**config.mk**
```make
export PLATFORM = sky130hd
export DESIGN_NAME = iir_coef_update_ctrl
export DESIGN_NICKNAME = d
export VERILOG_FILES = /design/src/rtl/iir_coef_update_ctrl.sv
export SDC_FILE = /design/constraint.sdc
export NUM_CORES = 1
export LEC_CHECK = 0
export CORE_MARGIN = 2
export CORE_UTILIZATION = 35
export DETAILED_ROUTE_END_ITERATION = 8
export GPL_TIMING_DRIVEN = 0
export HOLD_SLACK_MARGIN = 0.06
export PLACE_DENSITY = 0.61
export SYNTH_ARGS = -nofsm -noshare
export SYNTH_HDL_FRONTEND = slang
export SYNTH_SLANG_ARGS = --single-unit
```
**constraint.sdc**
```tcl
create_clock -name clk -period 4.4 [get_ports clk]
set_input_delay 0.88 -clock clk [delete_from_list [all_inputs] [get_ports clk]]
set_output_delay 0.88 -clock clk [all_outputs]
set_load 0.005 [all_outputs]
```
**src/rtl/iir_coef_update_ctrl.sv**
```systemverilog
// Coefficient update sequencer for the IIR biquad core.
// The host fills six shadow registers (b0, b1, b2, a0, a1, a2) and then commits.
// On the next sample boundary the controller streams the full set to the core
// over a valid/ready bus, so the core never runs a sample on a mixed set.
//
// state    | meaning
// ---------+----------------------------------------------------------
// IDLE     | accepts host writes and commits (cmd_ready=1)
// WAIT_BND | commit accepted, waiting for the next sample_boundary pulse
// LOAD     | presenting coefficient word idx, advancing on each handshake
// DONE     | one-cycle upd_done pulse, then back to IDLE
module iir_coef_update_ctrl #(
    parameter int DATA_WIDTH_P = 32,
    parameter int ADDR_WIDTH_P = 16
) (
    input  logic                    clk,
    input  logic                    rst_n,
    input  logic                    cmd_valid,
    output logic                    cmd_ready,
    input  logic [ADDR_WIDTH_P-1:0] cmd_addr,
    input  logic [DATA_WIDTH_P-1:0] cmd_data,
    input  logic                    cmd_commit,
    input  logic                    sample_boundary,
    output logic                    coef_valid,
    input  logic                    coef_ready,
    output logic [ADDR_WIDTH_P-1:0] coef_addr,
    output logic [DATA_WIDTH_P-1:0] coef_data,
    output logic                    upd_busy,
    output logic                    upd_done,
    output logic                    addr_err
);

    localparam logic [ADDR_WIDTH_P-1:0] ADDR_B0    = ADDR_WIDTH_P'(16'h0038);
    localparam logic [ADDR_WIDTH_P-1:0] ADDR_B1    = ADDR_WIDTH_P'(16'h0040);
    localparam logic [ADDR_WIDTH_P-1:0] ADDR_B2    = ADDR_WIDTH_P'(16'h0048);
    localparam logic [ADDR_WIDTH_P-1:0] ADDR_A0    = ADDR_WIDTH_P'(16'h0050);
    localparam logic [ADDR_WIDTH_P-1:0] ADDR_A1    = ADDR_WIDTH_P'(16'h0058);
    localparam logic [ADDR_WIDTH_P-1:0] ADDR_A2    = ADDR_WIDTH_P'(16'h0060);
    localparam logic [ADDR_WIDTH_P-1:0] ADDR_LIMIT = ADDR_WIDTH_P'(16'h0068);

    typedef enum logic [1:0] {
        IDLE     = 2'd0,
        WAIT_BND = 2'd1,
        LOAD     = 2'd2,
        DONE     = 2'd3
    } state_t;

    state_t                  state;
    logic [2:0]              idx;
    logic [2:0]              idx_nxt;
    logic [2:0]              sel;
    logic                    host_xfer;
    logic [ADDR_WIDTH_P-1:0] nxt_addr;
    logic [DATA_WIDTH_P-1:0] nxt_data;
    logic [DATA_WIDTH_P-1:0] shadow [6];

    assign cmd_ready = (state == IDLE) && rst_n;
    assign host_xfer = cmd_valid && cmd_ready;
    assign idx_nxt   = idx + 3'd1;
    // Entering LOAD always starts at word 0; inside LOAD we prefetch the next word.
    assign sel       = (state == LOAD) ? idx_nxt : 3'd0;

    // Select the word to be presented after the next register update.
    always_comb begin
        nxt_addr = ADDR_B0;
        nxt_data = shadow[0];
        case (sel)
            3'd0: begin nxt_addr = ADDR_B0; nxt_data = shadow[0]; end
            3'd1: begin nxt_addr = ADDR_B1; nxt_data = shadow[1]; end
            3'd2: begin nxt_addr = ADDR_B2; nxt_data = shadow[2]; end
            3'd3: begin nxt_addr = ADDR_A0; nxt_data = shadow[3]; end
            3'd4: begin nxt_addr = ADDR_A1; nxt_data = shadow[4]; end
            3'd5: begin nxt_addr = ADDR_A2; nxt_data = shadow[5]; end
            default: begin nxt_addr = ADDR_B0; nxt_data = shadow[0]; end
        endcase
    end

    // Shadow register file; only writable in IDLE since host_xfer needs cmd_ready.
    always_ff @(posedge clk) begin
        if (!rst_n) begin
            for (int i = 0; i < 6; i++) shadow[i] <= '0;
        end else if (host_xfer && !cmd_commit) begin
            case (cmd_addr)
                ADDR_B0: shadow[0] <= cmd_data;
                ADDR_B1: shadow[1] <= cmd_data;
                ADDR_B2: shadow[2] <= cmd_data;
                ADDR_A0: shadow[3] <= cmd_data;
                ADDR_A1: shadow[4] <= cmd_data;
                ADDR_A2: shadow[5] <= cmd_data;
                default: ;
            endcase
        end
    end

    // Update sequencer with registered coefficient bus and status outputs.
    always_ff @(posedge clk) begin
        if (!rst_n) begin
            state      <= IDLE;
            idx        <= 3'd0;
            coef_valid <= 1'b0;
            coef_addr  <= '0;
            coef_data  <= '0;
            upd_busy   <= 1'b0;
            upd_done   <= 1'b0;
            addr_err   <= 1'b0;
        end else begin
            addr_err <= 1'b0;
            upd_done <= 1'b0;
            case (state)
                IDLE: begin
                    if (host_xfer) begin
                        if (cmd_commit) begin
                            state    <= WAIT_BND;
                            upd_busy <= 1'b1;
                        end else if (cmd_addr >= ADDR_LIMIT) begin
                            addr_err <= 1'b1;
                        end
                    end
                end
                WAIT_BND: begin
                    if (sample_boundary) begin
                        state      <= LOAD;
                        idx        <= 3'd0;
                        coef_valid <= 1'b1;
                        coef_addr  <= nxt_addr;
                        coef_data  <= nxt_data;
                    end
                end
                LOAD: begin
                    if (coef_ready) begin
                        if (idx == 3'd5) begin
                            state      <= DONE;
                            coef_valid <= 1'b0;
                            upd_busy   <= 1'b0;
                            upd_done   <= 1'b1;
                        end else begin
                            idx       <= idx_nxt;
                            coef_addr <= nxt_addr;
                            coef_data <= nxt_data;
                        end
                    end
                end
                DONE: begin
                    state <= IDLE;
                end
                default: begin
                    state <= IDLE;
                end
            endcase
        end
    end

endmodule

```
==> Word level (Yosys, flattened, before mapping) <==
Memories as Yosys holds them, arrays and structs flattened.
Cells that the tools add are included.
{ "classes": {"n_addsub": 1, "multipliers": 0, "div_mod_pow": 0, "order_cmp": 1, "eq_ne": 21, "shifts": 0, "muxes": 61, "bitwise_logic": 9, "reduce_logical": 13} }
{ "op_table": {"columns": ["cell", "count"], "rows": [
  ["$mux W32", 9],
  ["$pmux W32 S5", 1],
  ["$eq A16 B7 Y1 const B", 5],
  ["$pmux W32 S2", 1],
  ["$mux W16", 3],
  ["$pmux W7 S5", 1],
  ["$mux W1", 32],
  ["$pmux W16 S2", 1],
  ["$eq A16 B6 Y1 const B", 1],
  ["$ge A16 B7 Y1 const B", 1],
  ["$mux W3", 4],
  ["$mux W2", 5],
  ["$ne A2 B2 Y1 const B", 5],
  ["$reduce_and A5 Y1", 2],
  ["$eq A3 B3 Y1 const B", 3],
  ["$pmux W2 S4", 1],
  ["$reduce_and A4 Y1", 2],
  ["$eq A3 B2 Y1 const B", 2],
  ["$or A1 B1 Y1", 6],
  ["$pmux W3 S2", 1],
  ["$eq A2 B2 Y1 const B", 2],
  ["$pmux W1 S2", 2],
  ["$reduce_bool A2 Y1", 2],
  ["$reduce_or A4 Y1", 1],
  ["9 further kinds", 13]
]} }
{ "word_totals": {"ff_bits": 57, "latchBits": 0, "ram_bits": 192, "romBits": 0, "in_bits": 54, "wordCells": 115, "mem_count": 1} }
{ "memory_table": {"columns": ["memory", "depth", "width", "read_ports", "rd_clocked_by_memory_dff", "wr", "line_no", "source"], "rows": [
  ["shadow", 6, 32, 6, 0, 6, "55", "logic [DATA_WIDTH_P-1:0] shadow [6];"]
]} }

==> Depth between registers and ports, before layout <==
Gate-level depths: netlist of run 1.
{ "depth": {"word_depth": 8, "mapped_depth": 9, "ltp_nobuf": 7} }

==> Worst setup path before layout of run 1 <==
No wires, ideal clock.
{ "synth_path": {"path_kind": "input port to flip-flop", "startpoint": "input port cmd_addr[7]", "endpoint": "memory shadow[4][0], in the netlist shadow[0][128], enable pin", "setup_time_ns": 0.466, "arrival_time_ns": 4.078, "path_slack_ns": -0.143, "stages": 4, "n_path_buf": 0, "path_cell_list": "nor3_1 nand3_2 or3b_4 o21ai_0"} }
{ "synth_rtl": {"columns": ["item", "line_no", "source"], "rows": [
  ["start, declared", "20", "input logic [ADDR_WIDTH_P-1:0] cmd_addr,"],
  ["end, declared", "55", null]
]} }

==> Final worst setup path of run 1 <==
{ "layout_path": {"startpoint": "input port rst_n", "endpoint": "output port cmd_ready"} }
{ "layout_between": {"elab_chain_cells": 1} }
{ "layout_lines": {"columns": ["item", "line_no", "source"], "rows": [
  ["start, declared", "17", "input logic rst_n,"],
  ["$logic_and A1 B1 Y1", "57", "assign cmd_ready = (state == IDLE) && rst_n;"],
  ["end, declared", "19", "output logic cmd_ready,"]
]} }
Every way passes these cells.

==> flow_summary_export.csv, run 1 <==
group,metric,value,unit
run_status,outcome,"completed",
sta,timing.final.setup_violations,0,
drt,drtAntennaViolNets,0,
drt,average_wire_per_standard_cell,19.8,um
sta,maxSlewViolCount,0,
run,cap_viol_max_count,0,
sta,finalCriticalPeriod,3.61,ns
place,detailed_place.area,12200,sq um
clock_tree,cts-htree-levels,1,
floorplanning,die_height,179,um
logic_synthesis,postSynthAreaPerCell,12.3,sq um
drt,routed_wl,28000,um
final_layout,post-route-cell-area,13100,sq um
setup_path,worst_r2r_endpoint,"shadow[0][170]",
final_layout,share_of_final_layout_standard_cells_stronger_than_drive_strength_1,9.83,%
clock_tree,clockRootBuffer,"sky130_fd_sc_hd__clkbuf_16",
logic_synthesis,synth.largest_area_cell,"sky130_fd_sc_hd__edfxtp_1",
floorplanning,floorplan.rows,63,
floorplanning,initial_util,35.8,%
logic_synthesis,sequential_to_total_area_share_from_yosys_stat,62.5,%
clock_tree,cts_inserted_buffers,26,
setup_path,critPathArrivalTime,2.73,ns
final_layout,final_util,44.1,%
setup_path,endpoint_kind,"output port",
logic_synthesis,top_post_synthesis_cells_by_area,"sky130_fd_sc_hd__edfxtp_1, sky130_fd_sc_hd__and2_1, sky130_fd_sc_hd__dfxtp_1",
setup_path,regToRegSetupSlack,1.16,ns
clock_tree,tritoncts,"done",
sta,grt_setup_unrepaired,"false",
floorplanning,die_extent_in_x,179,um
logic_synthesis,postSynthRegisterBits,237,
logic_synthesis,synth.distinct_cells,49,
setup_path,slowest_delay,0.58,ns
floorplanning,design.die.area,31900,sq um
drt,wl_met3,1630,um
final_layout,nNetsFinal,1066,
final_layout,area_growth,23.2,%
drt,route.layer.met1.wl,11900,um
final_layout,final_common_cell,"sky130_fd_sc_hd__edfxtp_1",
setup_path,r2r-start,"state[0]",
place,place.gp.congestion,0.841,
power_and_ir_drop,finalPower,0.00571,W
logic_synthesis,synth.yosys.warnings,0,
global_routing,track_usage,17.7,%
sta,holdWs,0.471,ns
power_and_ir_drop,irDropWorstVdd,0.293,mV
place,port_buffers,94,
drt,route.top_layer_used,"met4",
hold_path,holdCritStartpoint,"shadow[0][5]",
global_routing,global_route_wire_length_before_repair,42400,um
hold_path,min_path_cells,1,
clock_tree,post_cts_resize_count,0,
final_layout,filler_cell_count,2785,
power_and_ir_drop,p_leak,4.91,nW
drt,route.vias.total,7261,
sta,finalHoldViolCount,0,
global_routing,number_of_global_route_vias_before_repair,7357,
drt,dr.pass1.iters,5,
clock_tree,number_of_sinks_driven_by_the_clock_tree,237,
setup_path,worst-path-max-fanout,10,
drt,initialDrtViolationCount,500,
global_routing,number_of_antenna_violations_at_the_first_check_in_global_routing,1,
setup_path,r2r.worst_path.cells,8,
setup_path,cp_data_required_time,3.52,ns
drt,met2_length,13700,um
final_layout,final_cell_count_no_fill,1418,
final_layout,layout_common_cells,"sky130_fd_sc_hd__edfxtp_1, sky130_fd_sc_hd__and2_1, sky130_fd_sc_hd__clkdlybuf4s50_1",
logic_synthesis,syn_area,10700,sq um
place,placed_cells_incl_taps,1369,
setup_path,timing.critical_path.from_type,"input pin",
clock_tree,holdBufCountCts,0,
setup_path,cpMaxStageDelayCell,"sky130_fd_sc_hd__buf_1",
hold_path,min_path_type,"reg2reg",
clock_tree,clk_latency,0.53,ns
power_and_ir_drop,power-per-cell-area,435,nW/um^2
global_routing,grt_max_degree,33,
hold_path,worst_hold_path.endpoint,"coef_data[5]",
global_routing,global_route.overflow_total,0,
floorplanning,ioPinCount,107,
sta,tightest_slew,1.31,ns
setup_path,critical_path_class,"in2out",
sta,maxSlewHeadroom,12.4,%
clock_tree,cts.path.max_buffers,3,
clock_tree,clkTransAtPathRegs,0.05,ns
floorplanning,floorplan.core_area,29800,sq um
clock_tree,buffers_inserted_by_post_cts_timing_repair,0,
sta,max_freq,0.277,GHz
drt,route.detailed.vias_per_inst,5.12,
sta,timing.clock.skew,0.0120,ns
logic_synthesis,synth_top_area_share,54.1,%
sta,finalCritPeriodShare,81.9,%
setup_path,path_common_cell,"sky130_fd_sc_hd__clkdlybuf4s50_1",
drt,drc_errors,0,
setup_path,cp_cell_sequence,"clkdlybuf4s50_1 -> buf_1 -> and2_1 -> clkdlybuf4s50_1",
place,hpwlAfterDp,18800,um
logic_synthesis,synthesis.instances,869,
[Yosys cell counts (all sizes together)]
master	n
a211oi	1
nor3	15
mux2i	5
xor2	1
nor2b	29
nor2	22
a21boi	2
inv	5
a221oi	1
nand2	21
dfxtp	45
or3b	1
a21bo	1
a221o	27
conb	1
nor4	4
o22ai	12
mux2	2
clkinv	1
a31oi	1
o311ai	1
a2bb2oi	27
ha	5
nand4	4
nor3b	27
o21ai	33
a21oi	67
buf	33
and4b	1
and3	60
nand2b	8
edfxtp	192
xnor2	1
or4	1
and2b	1
clkbuf	41
nand3	6
and2	163
o211ai	1
[worst max-delay path by stage]
stage | endpoint | start
after floorplan | shadow[0][128] | cmd_addr[7]
after global placement | shadow[0][143] | cmd_addr[7]
after detailed placement | shadow[0][14] | cmd_addr[10]
after CTS | cmd_ready | rst_n
after global routing | shadow[0][160] | cmd_addr[10]
final | cmd_ready | rst_n
[report_power, final]
group	internal (W)	switching, W
Combinational	0.000400	0.000417
Clock	0.00137	0.000873
Sequential	0.00258	0.0000767
[kinds of logic (layout without fill, tap and decap cells)]
kind of cell               Yosys count  in the layout  synth area share [%]
buffers and inverters               80            227                  3.84
AOI/OAI and AO/OA                  174            174                  10.9
and+or+nand+nor                    363            363                  21.2
other                                1             13                0.0352
adders and majority gates            5              5                 0.587
DFF                                237            237                  62.5
muxes                                7              7                 0.681
xor gates and xnor gates             2              2                 0.235
[per-layer routing]
layer / track usage [%] / vias up
met1: 23.4 / 3529
met5: 0 / -
met3: 2.60 / 52
li1: - / 3444
met4: 5.42 / 0
met2: 30.0 / 236
[worst max-delay path: cells and delay by family]
family	cells	cell delay, ns
and+or+nand+nor	1	0.23
buffers and inverters	3	1.62
[stage by stage]
| stage | setup WS (ns) | setup TNS, ns |
|---|---|---|
| detailed placement | 0.275 | 0 |
| CTS | 0.793 | 0 |
| global placement | -0.773 | -56.47 |
| floorplan | 0.725 | 0 |
| finish | 0.795 | 0 |
| global route | 0.609 | 0 |
[state kept, by name (all words and copies together) (netlist names)]
register,flops
coef_data,32
state,2
shadow,192
addr_err,1
upd_busy,1
coef_valid,1
coef_addr,4
upd_done,1
idx,3
[final cells by class]
cell class | count | area [sq um] | area share [%]
clock inverter | 7 | 121 | 0.924
timing repair buffer | 99 | 1030 | 7.87
antenna | 1 | 2.50 | 0.0190
tap | 390 | 488 | 3.71
sequential | 237 | 6670 | 50.7
buffer | 74 | 387 | 2.94
multi-input combinational | 563 | 3650 | 27.8
clock buffer | 41 | 767 | 5.84
inverter | 6 | 22.5 | 0.171
No activity file was read; power rests on OpenSTA's default activity.
==> inputs of run 2 (changes only) <==
- PLACE_DENSITY: 0.61 -> 0.59
- clock period: 4.4 -> 3.56 ns (I/O delays scaled with it)
==> run 2 against run 1 <==
Compared with the run above: sequential power is 23% higher; register-to-register slack worse by 0.80 ns; routed wire length is 1.4% higher; core utilization grew 0.15 points; first-iteration DRC count up 15%; clock power rose by 29%; sequential share of layout area is 0.17 points lower; critical path type is now in2reg; largest cell class unchanged; largest power group unchanged; highest routed layer is now met5.
==> flow_summary_export.csv, run 2 (synthesis gave the netlist of run 1 again) <==
group,metric,value,unit
global_routing,number_of_antenna_violations_at_the_first_check_in_global_routing,1,
final_layout,layout_common_cells,"sky130_fd_sc_hd__edfxtp_1, sky130_fd_sc_hd__and2_1, sky130_fd_sc_hd__clkdlybuf4s50_1",
clock_tree,cts-htree-levels,1,
floorplanning,die_height,179,um
global_routing,number_of_global_route_vias_before_repair,7432,
sta,finalCriticalPeriod,3.40,ns
global_routing,global_route_wire_length_before_repair,43200,um
drt,route.vias.total,7268,
drt,average_wire_per_standard_cell,20.0,um
final_layout,final_common_cell,"sky130_fd_sc_hd__edfxtp_1",
place,hpwlAfterDp,19200,um
global_routing,grt_max_degree,33,
clock_tree,clkTransAtPathRegs,0.06,ns
sta,finalCritPeriodShare,95.5,%
place,placement.setup.worst_slack,-0.447,ns
final_layout,seqCellArea,6670,sq um
sta,max_freq,0.294,GHz
setup_path,path_delay_family,"simple AND/OR/NAND/NOR gates",
clock_tree,cts_inserted_buffers,27,
drt,dr.pass1.iters,5,
floorplanning,ioPinCount,107,
sta,grt_setup_unrepaired,"false",
clock_tree,cts.path.max_buffers,3,
setup_path,cp_data_required_time,3.79,ns
clock_tree,clockRootBuffer,"sky130_fd_sc_hd__clkbuf_16",
sta,maxSlewHeadroom,2.86,%
setup_path,slowest_delay,0.96,ns
hold_path,min_path_type,"reg2reg",
drt,drtAntennaViolNets,0,
clock_tree,tritoncts,"done",
drt,routed_wl,28400,um
power_and_ir_drop,p_comb_share,14.1,%
power_and_ir_drop,switching_power,0.00171,W
drt,route.detailed.vias_per_inst,5.13,
setup_path,critical_path_class,"in2reg",
run_status,outcome,"completed",
setup_path,cp_cell_sequence,"clkdlybuf4s50_1 -> nor4_4 -> nand4_1 -> nor4_2 -> nand2b_2 -> buf_12",
final_layout,nNetsFinal,1067,
clock_tree,clk_latency,0.54,ns
power_and_ir_drop,power.share.sequential,45.7,%
place,port_buffers,94,
sta,timing.final.setup_violations,0,
power_and_ir_drop,power-per-cell-area,545,nW/um^2
setup_path,critPathArrivalTime,3.63,ns
sta,finalHoldViolCount,0,
global_routing,track_usage,18.0,%
setup_path,worst-path-max-fanout,22,
place,place.gp.congestion,0.805,
place,placed_cells_incl_taps,1369,
final_layout,largest_register_ff_count,192,
run,cap_viol_max_count,0,
floorplanning,floorplan.rows,63,
final_layout,antenna_cells_inserted,0,
final_layout,share_of_final_layout_standard_cells_stronger_than_drive_strength_1,9.92,%
clock_tree,buffers_inserted_by_post_cts_timing_repair,0,
global_routing,global_route.overflow_total,0,
drt,drc_errors,0,
sta,holdWs,0.471,ns
setup_path,worstPathBufferInverterCount,2,
power_and_ir_drop,irDropWorstVdd,0.359,mV
drt,initialDrtViolationCount,576,
floorplanning,design.die.area,31900,sq um
power_and_ir_drop,p_leak,4.94,nW
final_layout,final_cell_count_no_fill,1418,
power_and_ir_drop,power.switching_fraction,23.9,%
setup_path,timing.critical_path.from_type,"input pin",
final_layout,reg.largest.list,"shadow (192), coef_data (32), coef_addr (4)",
power_and_ir_drop,p_int,0.00547,W
sta,timing.final.ws_setup,0.159,ns
final_layout,area_taken_by_multi_input_logic_gates,3650,sq um
final_layout,filler_cell_count,2794,
setup_path,endpoint_kind,"register",
floorplanning,die_extent_in_x,179,um
clock_tree,number_of_sinks_driven_by_the_clock_tree,237,
floorplanning,floorplan.core_area,29800,sq um
floorplanning,initial_util,35.8,%
sta,timing.clock.skew,0.00876,ns
sta,maxSlewViolCount,0,
power_and_ir_drop,clock_power_share,40.2,%
final_layout,regMostFlops,"shadow",
clock_tree,holdBufCountCts,0,
clock_tree,post_cts_resize_count,0,
setup_path,cpMaxStageDelayCell,"sky130_fd_sc_hd__nor4_2",
sta,tightest_slew,1.45,ns
final_layout,area_growth,23.7,%
[run 2: path summary, 6_finish.rpt]
path / from / to / slack, ns / cells past startpoint
worst max-delay path: cmd_addr[10] / shadow[0][23] / 0.16 / 6
worst min-delay path: shadow[0][18] / coef_data[18] / 0.47 / 1
worst max register to register: state[0] / shadow[0][164] / 0.36 / 8
worst min register to register: shadow[0][18] / coef_data[18] / 0.47 / 1
[run 2: area by class of cell]
| type | count | share of cell area [%] |
|---|---|---|
| inverters | 6 | 0.171 |
| plain buffers | 74 | 2.93 |
| multi-input cells | 563 | 27.7 |
| flip-flops and latches | 237 | 50.6 |
| well taps | 390 | 3.70 |
| clock buffers | 33 | 5.45 |
| repair buffers | 99 | 7.95 |
| clock inverters | 16 | 1.54 |
[run 2: metal layers]
layer | up-vias | track usage, % | share of wire [%]
met4 | 2 | 6.30 | 3.0
met5 | - | 0 | 0.042
met1 | 3565 | 24.0 | 43
met3 | 51 | 2.60 | 5.4
li1 | 3445 | - | -
met2 | 205 | 30.1 | 48
[run 2: power groups by stage]
stage	logic (W)	registers, W	clock network, W
final	0.00101	0.00328	0.00288
after global routing	0.00110	0.00331	0.00303
after CTS	0.00102	0.00329	0.00293
after detailed placement	0.00102	0.00334	0
after global placement	0.000993	0.00334	0
after floorplan	0.000471	0.00333	0
[run 2: stage by stage]
stage | instance area, sq um | utilization [%] | power, W | setup TNS [ns]
floorplan | 10700 | - | 0.00380 | 0
global placement | 12100 | 40.7 | 0.00434 | -193.13
detailed placement | 12300 | 41.1 | 0.00436 | -37.78
CTS | 13200 | 44.2 | 0.00724 | 0
global route | 13200 | 44.2 | 0.00744 | 0
finish | 13200 | 44.2 | 0.00718 | 0
